**config.mk**
```make
export PLATFORM = sky130hd
export DESIGN_NAME = if_id_queue
export DESIGN_NICKNAME = d
export VERILOG_FILES = /design/src/rtl/rv32i_types.sv /design/src/rtl/if_predecode.sv /design/src/rtl/if_id_queue.sv
export SDC_FILE = /design/constraint.sdc
export NUM_CORES = 1
export LEC_CHECK = 0
export CORE_ASPECT_RATIO = 0.7
export CORE_MARGIN = 10
export CORE_UTILIZATION = 49
export DETAILED_ROUTE_END_ITERATION = 16
export PLACE_DENSITY = 0.86
export SLEW_MARGIN = 30
export SYNTH_ARGS = -nofsm -noshare
export SYNTH_HDL_FRONTEND = slang
export SYNTH_SLANG_ARGS = --single-unit
```
**constraint.sdc**
```tcl
create_clock -name clk -period 3.9 [get_ports clk]
set_input_delay 0.585 -clock clk [delete_from_list [all_inputs] [get_ports clk]]
set_output_delay 0.585 -clock clk [all_outputs]
set_load 0.01 [all_outputs]
```
**src/rtl/rv32i_types.sv**
```systemverilog
// Shared RV32I types for the front end: base opcode enum and the fetch packet
// carried from fetch to decode.
package rv32i_types;

    typedef enum logic [6:0] {
        op_lui   = 7'b0110111,
        op_auipc = 7'b0010111,
        op_jal   = 7'b1101111,
        op_jalr  = 7'b1100111,
        op_br    = 7'b1100011,
        op_load  = 7'b0000011,
        op_store = 7'b0100011,
        op_imm   = 7'b0010011,
        op_reg   = 7'b0110011,
        op_csr   = 7'b1110011
    } rv32i_opcode;

    typedef struct packed {
        logic [31:0] instruction;
        logic [31:0] pc;
        logic [31:0] pc_plus4;
    } fetch_pkt_t;

endpackage

```
**src/rtl/if_predecode.sv**
```systemverilog
// Combinational JAL predecode: flags a direct jump and computes its target so
// fetch can redirect before the instruction reaches decode.
import rv32i_types::*;

module if_predecode (
    input  logic [31:0] instruction,
    input  logic [31:0] pc,
    output logic        direct_jump_raw,
    output logic [31:0] jump_target
);

    logic [31:0] j_imm;

    assign j_imm = {{12{instruction[31]}}, instruction[19:12], instruction[20],
                    instruction[30:21], 1'b0};

    assign direct_jump_raw = (instruction[6:0] == op_jal);
    assign jump_target     = pc + j_imm;

endmodule

```
**src/rtl/if_id_queue.sv**
```systemverilog
// IF/ID instruction queue: DEPTH-entry circular FIFO of fetch packets with head
// JAL predecode and single-cycle flush. Optional bypass: IF_ID_QUEUE_BYPASS_EN.
import rv32i_types::*;

module if_id_queue #(
    parameter int DEPTH        = 4,
    parameter int AFULL_THRESH = DEPTH - 1
) (
    input  logic                         clk,
    input  logic                         rst,
    input  logic                         flush,
    input  logic                         enq_valid,
    output logic                         enq_ready,
    input  logic [31:0]                  instruction_in,
    input  logic [31:0]                  pc_in,
    input  logic [31:0]                  pc_plus4_in,
    output logic                         deq_valid,
    input  logic                         deq_ready,
    output logic [31:0]                  instruction_out,
    output logic [31:0]                  pc_out,
    output logic [31:0]                  pc_plus4_out,
    output logic                         direct_jump,
    output logic [31:0]                  jump_target,
    output logic [$clog2(DEPTH+1)-1:0]   count,
    output logic                         almost_full
);

    localparam int PW = $clog2(DEPTH);
    localparam int CW = $clog2(DEPTH + 1);
    localparam logic [CW-1:0] DEPTH_C = CW'(DEPTH);
    localparam logic [CW-1:0] AFULL_C = CW'(AFULL_THRESH);

    fetch_pkt_t    mem [DEPTH];
    logic [PW-1:0] rd_ptr;
    logic [PW-1:0] wr_ptr;

    fetch_pkt_t in_pkt;
    fetch_pkt_t head_pkt;
    logic       full;
    logic       empty;
    logic       bypass;
    logic       head_valid;
    logic       store_enq;
    logic       store_deq;
    logic       direct_jump_raw;

    assign in_pkt = '{instruction: instruction_in, pc: pc_in, pc_plus4: pc_plus4_in};

    assign full      = (count == DEPTH_C);
    assign empty     = (count == '0);
    assign enq_ready = !full;

`ifdef IF_ID_QUEUE_BYPASS_EN
    assign bypass = empty && enq_valid && !flush && !rst;
`else
    assign bypass = 1'b0;
`endif

    assign head_valid = !empty || bypass;
    assign head_pkt   = bypass ? in_pkt : mem[rd_ptr];

    // A bypassed packet taken by decode in the same cycle is never stored.
    assign store_enq = enq_valid && enq_ready && !flush && !(bypass && deq_ready);
    assign store_deq = head_valid && deq_ready && !bypass && !flush;

    always_ff @(posedge clk) begin
        if (rst || flush) begin
            count  <= '0;
            rd_ptr <= '0;
            wr_ptr <= '0;
        end else begin
            if (store_enq) wr_ptr <= wr_ptr + PW'(1);
            if (store_deq) rd_ptr <= rd_ptr + PW'(1);
            case ({store_enq, store_deq})
                2'b10:   count <= count + CW'(1);
                2'b01:   count <= count - CW'(1);
                default: count <= count;
            endcase
        end
    end

    always_ff @(posedge clk) begin
        if (store_enq && !rst) mem[wr_ptr] <= in_pkt;
    end

    if_predecode u_predecode (
        .instruction     (head_pkt.instruction),
        .pc              (head_pkt.pc),
        .direct_jump_raw (direct_jump_raw),
        .jump_target     (jump_target)
    );

    always_comb begin
        deq_valid       = head_valid;
        instruction_out = '0;
        pc_out          = '0;
        pc_plus4_out    = '0;
        direct_jump     = 1'b0;
        if (head_valid) begin
            instruction_out = head_pkt.instruction;
            pc_out          = head_pkt.pc;
            pc_plus4_out    = head_pkt.pc_plus4;
            direct_jump     = direct_jump_raw;
        end
    end

    assign almost_full = (count >= AFULL_C);

endmodule
```
==> results of run 1 <==
==> final timing paths <==
kind / depth (start not counted) / to
worst max-delay path: 12 / jump_target[30]
worst min-delay path: 2 / wr_ptr[1]
worst max register to register: 8 / count[2]
worst min register to register: 2 / wr_ptr[1]
==> critical path, delay by kind of cell, from the launching register on <==
| family | cells | cell delay (ps) |
|---|---|---|
| AND/OR/NAND/NOR | 3 | 620 |
| buffers and inverters | 5 | 720 |
| multiplexers | 1 | 550 |
| XOR/XNOR | 1 | 260 |
| flip-flops | 1 | 460 |
| adder cells (fa/ha/maj) | 1 | 370 |
| AO/OA/AOI/OAI | 1 | 280 |
==> synth_stat cells (2+ instances only) <==
cell	number	area, sq um
nor3_1	2	10.0
o21bai_1	2	15.0
xor2_1	16	140
ha_1	35	438
buf_2	10	50.1
buf_4	5	37.5
o21ai_1	3	15.0
xnor2_1	18	158
a21oi_1	29	145
nand3_1	11	55.1
fa_1	2	40.0
mux4_2	96	2160
dfxtp_1	9	180
nor2_1	23	86.3
or2_2	2	12.5
a21o_1	8	60.1
nand2_1	26	97.6
a31oi_1	7	43.8
o21a_1	6	45.0
o21ai_2	3	26.3
and2_1	103	644
o211ai_1	4	30.0
inv_1	13	48.8
o311a_1	2	20.0
nand4_1	7	43.8
o31ai_2	2	25.0
o31ai_1	2	15.0
edfxtp_1	384	11500
clkbuf_1	25	93.8
or3_1	3	18.8
o21ai_0	6	30.0
a211oi_1	4	30.0
==> cell type report <==
cell class                      count  area [sq um]  share of cell area
Timing Repair Buffer              415          3940               0.171
Multi-Input combinational cell    441          5560               0.241
Antenna cell                        2          5.00            0.000217
Inverter                           13          48.8             0.00211
Tap cell                          435           544              0.0236
Clock inverter                     14           201             0.00873
Sequential cell                   393         11700               0.508
Clock buffer                       50          1060              0.0458
==> through the flow <==
| step | power, mW | hold WS, ps | instances | TNS (ps) |
|---|---|---|---|---|
| 2_1_floorplan | 5.07 | 469 | 889 | 0 |
| 3_3_place_gp | 5.50 | 489 | 1640 | -2920 |
| 3_5_place_dp | 5.52 | 516 | 1640 | -4330 |
| 4_1_cts | 9.32 | 524 | 1749 | -4020 |
| 5_1_grt | 9.62 | 560 | 1761 | -7510 |
| 6_report | 9.35 | 523 | 1763 | -5780 |
==> timing repair <==
action                     in CTS  in global routing
buffers inserted               43                 16
pin swaps                      50                 44
gates resized for setup       220                 54
cloned                          3                  0
setup endpoints to repair      28                 26
==> cells by family after synthesis <==
| kind of cell | after synthesis | synth area share |
|---|---|---|
| DFF | 393 | 0.706 |
| and+or+nand+nor | 183 | 0.0610 |
| muxes | 96 | 0.130 |
| AOI/OAI and AO/OA | 91 | 0.0412 |
| buffers and inverters | 55 | 0.0148 |
| adders and majority gates | 37 | 0.0288 |
| xor gates and xnor gates | 34 | 0.0179 |
==> metal layers <==
metal	routed length, microns	global-route usage	vias to the layer above
li1	-	-	4387
met1	17700	0.270	5239
met2	23300	0.366	564
met3	4360	0.0561	129
met4	1730	0.0631	4
met5	28	0	-
==> flip-flops by register name, summed over array words and instances (netlist names), named ones only <==
signal	count
rd_ptr	2
count	3
mem	384
wr_ptr	2
==> power by group through the flow <==
stage / Combinational [mW] / Clock (mW) / Sequential (mW)
after global placement: 0.721 / 0 / 4.78
after detailed placement: 0.741 / 0 / 4.78
after floorplan: 0.287 / 0 / 4.78
after CTS: 0.828 / 3.80 / 4.69
after global routing: 0.945 / 3.98 / 4.69
final: 0.904 / 3.76 / 4.69
==> impl_metrics.py, run 1 <==
metrics = {
    "routing": {
        "first_pass_iters": 5,
        "wl_per_cell_microns": 26.7,
        "drt_iter0_markers": 872,
        "viasPerCell": 5.86,
        "drt_wl_total_mm": 47.1,
        "final_antenna_net_count": 0,
        "vias": 10300,
        "drc_errors": 0,
    },
    "worst_hold_path": {
        "min_path_type": "reg -> reg",
        "min_from": "wr_ptr[1]",
    },
    "timing": {
        "max-slew-margin-rel": 0.402,
        "fin_skew_ps": 12.7,
        "setup_ws_ps": -512,
        "slew_violations": 0,
        "post-route-period-util": 1.13,
        "setup_viol": 21,
        "worst_slew_pin_slew_ps": 896,
        "fmax_mhz": 227,
        "hold_viol": 0,
        "min_period_ps": 4410,
        "rsz0062_at_grt": "true",
    },
    "cells_and_area": {
        "area_growth_syn_to_layout_pct": 39.1,
        "nets": 1440,
        "final_common_cell": "edfxtp_1",
        "final.fill_count": 2024,
        "fin_util": 0.690,
        "stdcell_area_sq_mm": 0.0231,
        "drive_gt1_frac": 0.361,
        "layout_common_cells": "edfxtp_1, clkdlybuf4s50_1, buf_4",
    },
    "power": {
        "pwr-share-seq": 0.502,
        "power_leakage_nw": 7.77,
        "powerDensity_mw_per_mm2": 405,
        "intPower_mw": 7.37,
        "power.switching_mw": 1.98,
        "pwr-share-comb": 0.097,
        "ir_drop_mv": 0.432,
        "clockPowerShare": 0.402,
        "switching_share": 0.212,
    },
    "synth": {
        "synth_warnings": 0,
        "synth_area_sq_mm": 0.0166,
        "yosys_most_used_dff": "edfxtp_1",
        "synthCells": 889,
        "ys_seq_area_frac": 0.706,
        "synthArstFlopShare": 0,
        "synth-edff-count": 384,
        "synth_nets": 1027,
        "yosys_register_bits": 393,
        "avgSynthCellArea_sq_um": 18.7,
        "synth.distinct_cells": 53,
    },
    "critical_path": {
        "cp_cell_sequence": "buf_12 > buf_4 > buf_4 > mux4_2 > ha_1 > nand3_2 > nor2_2 > and2_1 > inv_1 > o31ai_4 > xor2_2 > buf_2",
        "arrival_ps": 3830,
        "r2r_start": "count[2]",
        "critPathLaunchType": "register",
        "slowest_stage": "mux4_2",
        "r2r_setup_slack_ps": 1010,
        "cpPeakStageDelay_ps": 550,
        "critPathKind": "reg -> out",
        "cp_max_fo": 7,
        "cp.required_ps": 3310,
        "cpMostUsedCell": "buf_4",
        "endpoint_kind": "primary output",
    },
    "floorplanning": {
        "die_h_microns": 174,
        "rows": 56,
        "die_area_sq_mm": 0.0417,
        "die_w_microns": 240,
        "core_sq_mm": 0.0334,
        "pin_count": 236,
        "start_util": 0.496,
    },
    "clock_tree": {
        "cts_buffers": 38,
        "clock-root-buffer": "clkbuf_16",
        "insertion_delay_ps": 550,
        "cts.sink_count": 393,
        "path_clk_slew_ps": 60,
        "hold_buffers": 0,
        "cts.htree.levels": 2,
        "clockBufferDepth": 3,
        "cts_tree": "yes",
    },
    "placement": {
        "dpl_cell_area_sq_mm": 0.0204,
        "port_buffers": 235,
        "place_hpwl_mm": 28.5,
        "finalWeightedCongestion": 0.965,
        "pre_cts_ws_ps": -366,
    },
    "run_status": {
        "status": "finished, violations left",
        "violations": "setup timing",
    },
    "flow_run": {
        "drv_cap": 0,
    },
    "global_route": {
        "grt_overflow": 0,
        "antenna_found_initial": 4,
        "grt_first_pass_wirelength_mm": 68.6,
        "grt_max_degree": 55,
        "grt_pass1_vias": 10900,
        "grt_usage": 0.217,
    },
}
(Power assumes the default switching activity.)
==> run 2, diff against run 1 <==
==> constraint.sdc (replaced) <==
create_clock -name clk -period 3.9 [get_ports clk]
set_input_delay 0.585 -clock clk [delete_from_list [all_inputs] [get_ports clk]]
set_output_delay 0.585 -clock clk [all_outputs]
set_load 0.005 [all_outputs]
==> impl_metrics.py, run 2 (synthesis gave the netlist of run 1 again) <==
metrics = {
    "global_route": {
        "antenna_found_initial": 6,
        "grt_max_degree": 78,
        "grt_first_pass_wirelength_mm": 65.7,
        "grt_pass1_vias": 10500,
        "grt_overflow": 0,
        "grt_usage": 0.207,
    },
    "timing": {
        "setup_ws_ps": -391,
        "fin_skew_ps": 15.8,
        "max-slew-margin-rel": 0.436,
        "post-route-period-util": 1.10,
        "hold_viol": 0,
        "rsz0062_at_grt": "true",
        "setup_viol": 22,
        "slew_violations": 0,
        "min_period_ps": 4290,
        "worst_slew_pin_slew_ps": 846,
        "tns_ps": -5530,
        "fmax_mhz": 233,
    },
    "cells_and_area": {
        "ff_latch_area_sq_mm": 0.0117,
        "final.fill_count": 2051,
        "layout_common_cells": "edfxtp_1, clkdlybuf4s50_1, buf_4",
        "fin_util": 0.683,
        "largest_registers": "mem x384, count x3",
        "final_common_cell": "edfxtp_1",
        "multiInputGateArea_sq_mm": 0.00546,
        "largest_reg_flops": 384,
        "drive_gt1_frac": 0.342,
        "nets": 1430,
        "top_register": "mem",
        "area_growth_syn_to_layout_pct": 37.5,
    },
    "power": {
        "ir_drop_mv": 0.444,
        "power_leakage_nw": 7.67,
        "powerDensity_mw_per_mm2": 401,
    },
    "floorplanning": {
        "pin_count": 236,
        "die_w_microns": 240,
        "rows": 56,
        "die_h_microns": 174,
        "start_util": 0.496,
        "die_area_sq_mm": 0.0417,
        "core_sq_mm": 0.0334,
    },
    "worst_hold_path": {
        "min_path_type": "reg -> reg",
        "min_from": "wr_ptr[1]",
        "holdPathEnd": "wr_ptr[1]",
        "worstHoldPathCells": 2,
    },
    "critical_path": {
        "cp_cell_sequence": "mux4_2 > ha_4 > fa_2 > a21o_1 > a31oi_4 > o21ai_2 > a21boi_4 > o31ai_4 > buf_4 > a311oi_2 > xnor2_1 > buf_2",
        "reg2regPathDepth": 8,
        "cp_max_fo": 7,
        "r2r-end": "count[2]",
        "slowest_stage": "mux4_2",
        "critPathTopFamily": "compound AO/OA/AOI/OAI gates",
        "critPathLaunchType": "register",
        "worst-path-buf-inv": 2,
        "arrival_ps": 3710,
        "cpPeakStageDelay_ps": 570,
        "endpoint_kind": "primary output",
        "critPathKind": "reg -> out",
        "cp.required_ps": 3310,
        "r2r_start": "count[2]",
        "r2r_setup_slack_ps": 1090,
    },
    "clock_tree": {
        "clock-root-buffer": "clkbuf_16",
        "cts_buffers": 38,
        "path_clk_slew_ps": 60,
        "cts.htree.levels": 2,
        "cts.sink_count": 393,
        "insertion_delay_ps": 540,
        "cts_tree": "yes",
        "clockBufferDepth": 3,
    },
    "run_status": {
        "violations": "setup timing",
        "status": "finished, violations left",
    },
    "routing": {
        "first_pass_iters": 5,
        "wirelength_met1_mm": 17.1,
        "drt_iter0_markers": 969,
        "drc_errors": 0,
        "vias": 10100,
        "top_layer": "met5",
        "wl_met3_mm": 4.77,
        "wl_met2_mm": 22.7,
        "drt_wl_total_mm": 45.9,
        "wl_per_cell_microns": 26.1,
        "viasPerCell": 5.76,
        "final_antenna_net_count": 0,
    },
    "placement": {
        "finalWeightedCongestion": 0.883,
        "place_hpwl_mm": 27.7,
        "port_buffers": 235,
    },
    "flow_run": {
        "drv_cap": 0,
    },
}
run 2: per-layer routing:
layer | track usage | vias to the layer above
li1 | - | 4345
met5 | 0 | -
met2 | 0.340 | 543
met1 | 0.256 | 5145
met4 | 0.0578 | 2
met3 | 0.0705 | 103
run 2: metrics by stage:
step	worst slack (ps)	area [sq um]	power, mW	hold slack (ps)	cells
after global routing	-650	22800	9.42	553	1756
after global placement	-194	20300	5.47	488	1630
final	-391	22800	9.15	522	1759
after floorplan	19.8	16600	5.04	469	889
after CTS	-354	22300	9.12	522	1728
after detailed placement	-307	20300	5.48	513	1630
run 2: layout make-up:
class	instances	area share
Multi-Input combinational cell	441	0.239
Antenna cell	5	0.000549
Clock inverter	19	0.00713
Inverter	13	0.00214
Timing Repair Buffer	405	0.167
Sequential cell	393	0.514
Clock buffer	48	0.0461
Tap cell	435	0.0239
run 2: power by group:
group / internal (mW) / switching (mW) / total [mW]
Sequential: 4.68 / 0.0125 / 4.69
Combinational: 0.443 / 0.407 / 0.850
Clock: 2.10 / 1.51 / 3.61
run 2: how the worst max path moves through the flow:
stage / end / slack, ps / depth (start not counted)
2_1_floorplan: jump_target[27] / 20 / 12
3_3_place_gp: jump_target[26] / -190 / 12
3_5_place_dp: jump_target[27] / -310 / 12
4_1_cts: jump_target[27] / -350 / 12
5_1_grt: jump_target[30] / -650 / 14
6_report: jump_target[27] / -390 / 12
run 2: what timing repair did:
action,CTS,global route
resized for setup,193,53
setup endpoints to repair,27,27
cloned,3,0
hold buffers,0,0
pin swaps,50,41
buffers inserted,31,31
run 2: worst min-delay path, delay by kind of cell, from the launching register on:
family          cells  cell delay, ps
flops               1             340
simple gates        1              70
compound gates      1              60
==> run 3, diff against run 2 <==
--- a/config.mk
+++ b/config.mk
@@ -7,10 +7,12 @@
 export LEC_CHECK = 0
 export CORE_ASPECT_RATIO = 0.7
 export CORE_MARGIN = 10
-export CORE_UTILIZATION = 49
+export CORE_UTILIZATION = 25
 export DETAILED_ROUTE_END_ITERATION = 16
-export PLACE_DENSITY = 0.86
+export GPL_TIMING_DRIVEN = 0
+export PLACE_DENSITY = 0.54
 export SLEW_MARGIN = 30
 export SYNTH_ARGS = -nofsm -noshare
 export SYNTH_HDL_FRONTEND = slang
 export SYNTH_SLANG_ARGS = --single-unit
+export TNS_END_PERCENT = 10
==> impl_metrics.py, run 3 (synthesis gave the netlist of run 1 again) <==
metrics = {
    "cells_and_area": {
        "area_growth_syn_to_layout_pct": 34.3,
        "largest_registers": "mem x384, count x3",
        "final.fill_count": 6213,
        "final-instance-count-excl-fill": 2113,
        "final_common_cell": "edfxtp_1",
        "layout_common_cells": "edfxtp_1, clkdlybuf4s50_1, and2_1",
        "stdcell_area_sq_mm": 0.0223,
        "nets": 1337,
        "top_register": "mem",
        "largest_reg_flops": 384,
        "drive_gt1_frac": 0.253,
    },
    "global_route": {
        "grt_overflow": 0,
        "grt_first_pass_wirelength_mm": 68.3,
        "grt_pass1_vias": 10100,
        "antenna_found_initial": 9,
        "grt_usage": 0.117,
        "grt_max_degree": 37,
    },
    "routing": {
        "viasPerCell": 4.39,
        "wirelength_met1_mm": 20.5,
        "drt_wl_total_mm": 45.9,
        "first_pass_iters": 7,
        "wl_met3_mm": 2.51,
        "vias": 9275,
        "drc_errors": 0,
        "drt_iter0_markers": 552,
        "wl_met2_mm": 21.9,
        "top_layer": "met5",
        "final_antenna_net_count": 0,
        "wl_per_cell_microns": 21.7,
    },
    "run_status": {
        "violations": "setup timing",
        "status": "finished, violations left",
    },
    "power": {
        "power_mw": 9.33,
        "power_leakage_nw": 7.10,
        "intPower_mw": 7.29,
        "ir_drop_mv": 0.253,
        "clockPowerShare": 0.422,
        "pwr-share-comb": 0.075,
        "power.switching_mw": 2.03,
        "switching_share": 0.218,
        "pwr-share-seq": 0.503,
        "powerDensity_mw_per_mm2": 419,
    },
    "placement": {
        "dp_cells": 2015,
        "place_hpwl_mm": 32.3,
        "finalWeightedCongestion": 0.774,
        "port_buffers": 235,
        "dpl_cell_area_sq_mm": 0.0203,
    },
    "timing": {
        "min_period_ps": 4550,
        "fmax_mhz": 220,
        "slew_violations": 0,
        "max-slew-margin-rel": 0.415,
        "post-route-period-util": 1.17,
        "rsz0062_at_grt": "true",
        "tns_ps": -9950,
        "worst_slew_pin_slew_ps": 878,
        "fin_skew_ps": 32.3,
        "setup_ws_ps": -649,
        "hold_viol": 0,
        "setup_viol": 23,
        "whs_ps": 521,
    },
    "critical_path": {
        "cp_max_fo": 5,
        "critPathKind": "reg -> out",
        "critPathTopFamily": "compound AO/OA/AOI/OAI gates",
        "r2r_start": "count[0]",
        "endpoint_kind": "primary output",
        "arrival_ps": 3960,
        "cpPeakStageDelay_ps": 530,
        "critPathLaunchType": "register",
        "slowest_stage": "mux4_2",
        "cp_cell_sequence": "buf_12 > buf_12 > mux4_2 > ha_4 > fa_2 > a21o_1 > a31oi_4 > o21ai_4 > a21boi_4 > o31ai_4 > a311oi_2 > xnor2_1 > buf_2",
        "cpMostUsedCell": "buf_12",
        "cp.required_ps": 3310,
        "worst-path-buf-inv": 3,
    },
    "clock_tree": {
        "clockBufferDepth": 3,
        "clock-root-buffer": "clkbuf_16",
        "insertion_delay_ps": 580,
        "hold_buffers": 0,
        "cts_buffers": 43,
        "cts.sink_count": 393,
        "cts_tree": "yes",
        "path_clk_slew_ps": 60,
        "cts.htree.levels": 2,
    },
    "floorplanning": {
        "die_area_sq_mm": 0.0772,
        "core_sq_mm": 0.0653,
        "pin_count": 236,
        "die_h_microns": 236,
        "start_util": 0.254,
        "die_w_microns": 328,
        "rows": 78,
    },
    "worst_hold_path": {
        "min_path_type": "reg -> reg",
        "min_from": "wr_ptr[1]",
    },
    "flow_run": {
        "drv_cap": 0,
    },
}
[run 3: final timing paths]
| kind | endpoint | slack [ps] | depth (start not counted) |
|---|---|---|---|
| worst min-delay path | wr_ptr[1] | 520 | 2 |
| worst min register to register | wr_ptr[1] | 520 | 2 |
| worst max-delay path | jump_target[27] | -650 | 13 |
| worst max register to register | mem[0][38] | 1310 | 7 |
[run 3: layout make-up]
class	count	area, sq um	area share
Timing Repair Buffer	271	2760	0.124
Clock buffer	47	1110	0.0499
Sequential cell	393	11700	0.526
Inverter	13	48.8	0.00219
Antenna cell	2	5.00	0.000225
Buffer	36	249	0.0112
Tap cell	880	1100	0.0494
Clock inverter	30	241	0.0108
Multi-Input combinational cell	441	5050	0.227
[run 3: power groups by stage]
stage	Clock, mW	Sequential (mW)	Combinational (mW)
final	3.94	4.69	0.698
after floorplan	0	4.78	0.259
after global routing	4.25	4.69	0.759
after CTS	4.09	4.69	0.701
after global placement	0	4.78	0.653
after detailed placement	0	4.78	0.670
[run 3: worst register-to-register path, delay by kind of cell (launching register included)]
kind	cells	cell delay [ps]
and+or+nand+nor	4	1110
DFF	1	420
buffers and inverters	3	710
[run 3: repair_timing]
action                     CTS  global route
resized for setup          173            26
setup buffers               22             2
pin swaps                   35            13
setup endpoints to repair   99            28
gates cloned                 1             0
[run 3: per-layer routing]
layer  vias to the layer above  track usage
met3                        75       0.0291
met2                       200        0.189
met5                         -            0
met4                         8       0.0310
met1                      4808        0.154
li1                       4184            -
[run 3: metrics by stage]
stage                util  setup slack (ps)
floorplan               -             -18.1
global route        0.341              -835
global placement    0.307             -2970
finish              0.341              -649
detailed placement  0.311             -1650
CTS                 0.340              -722
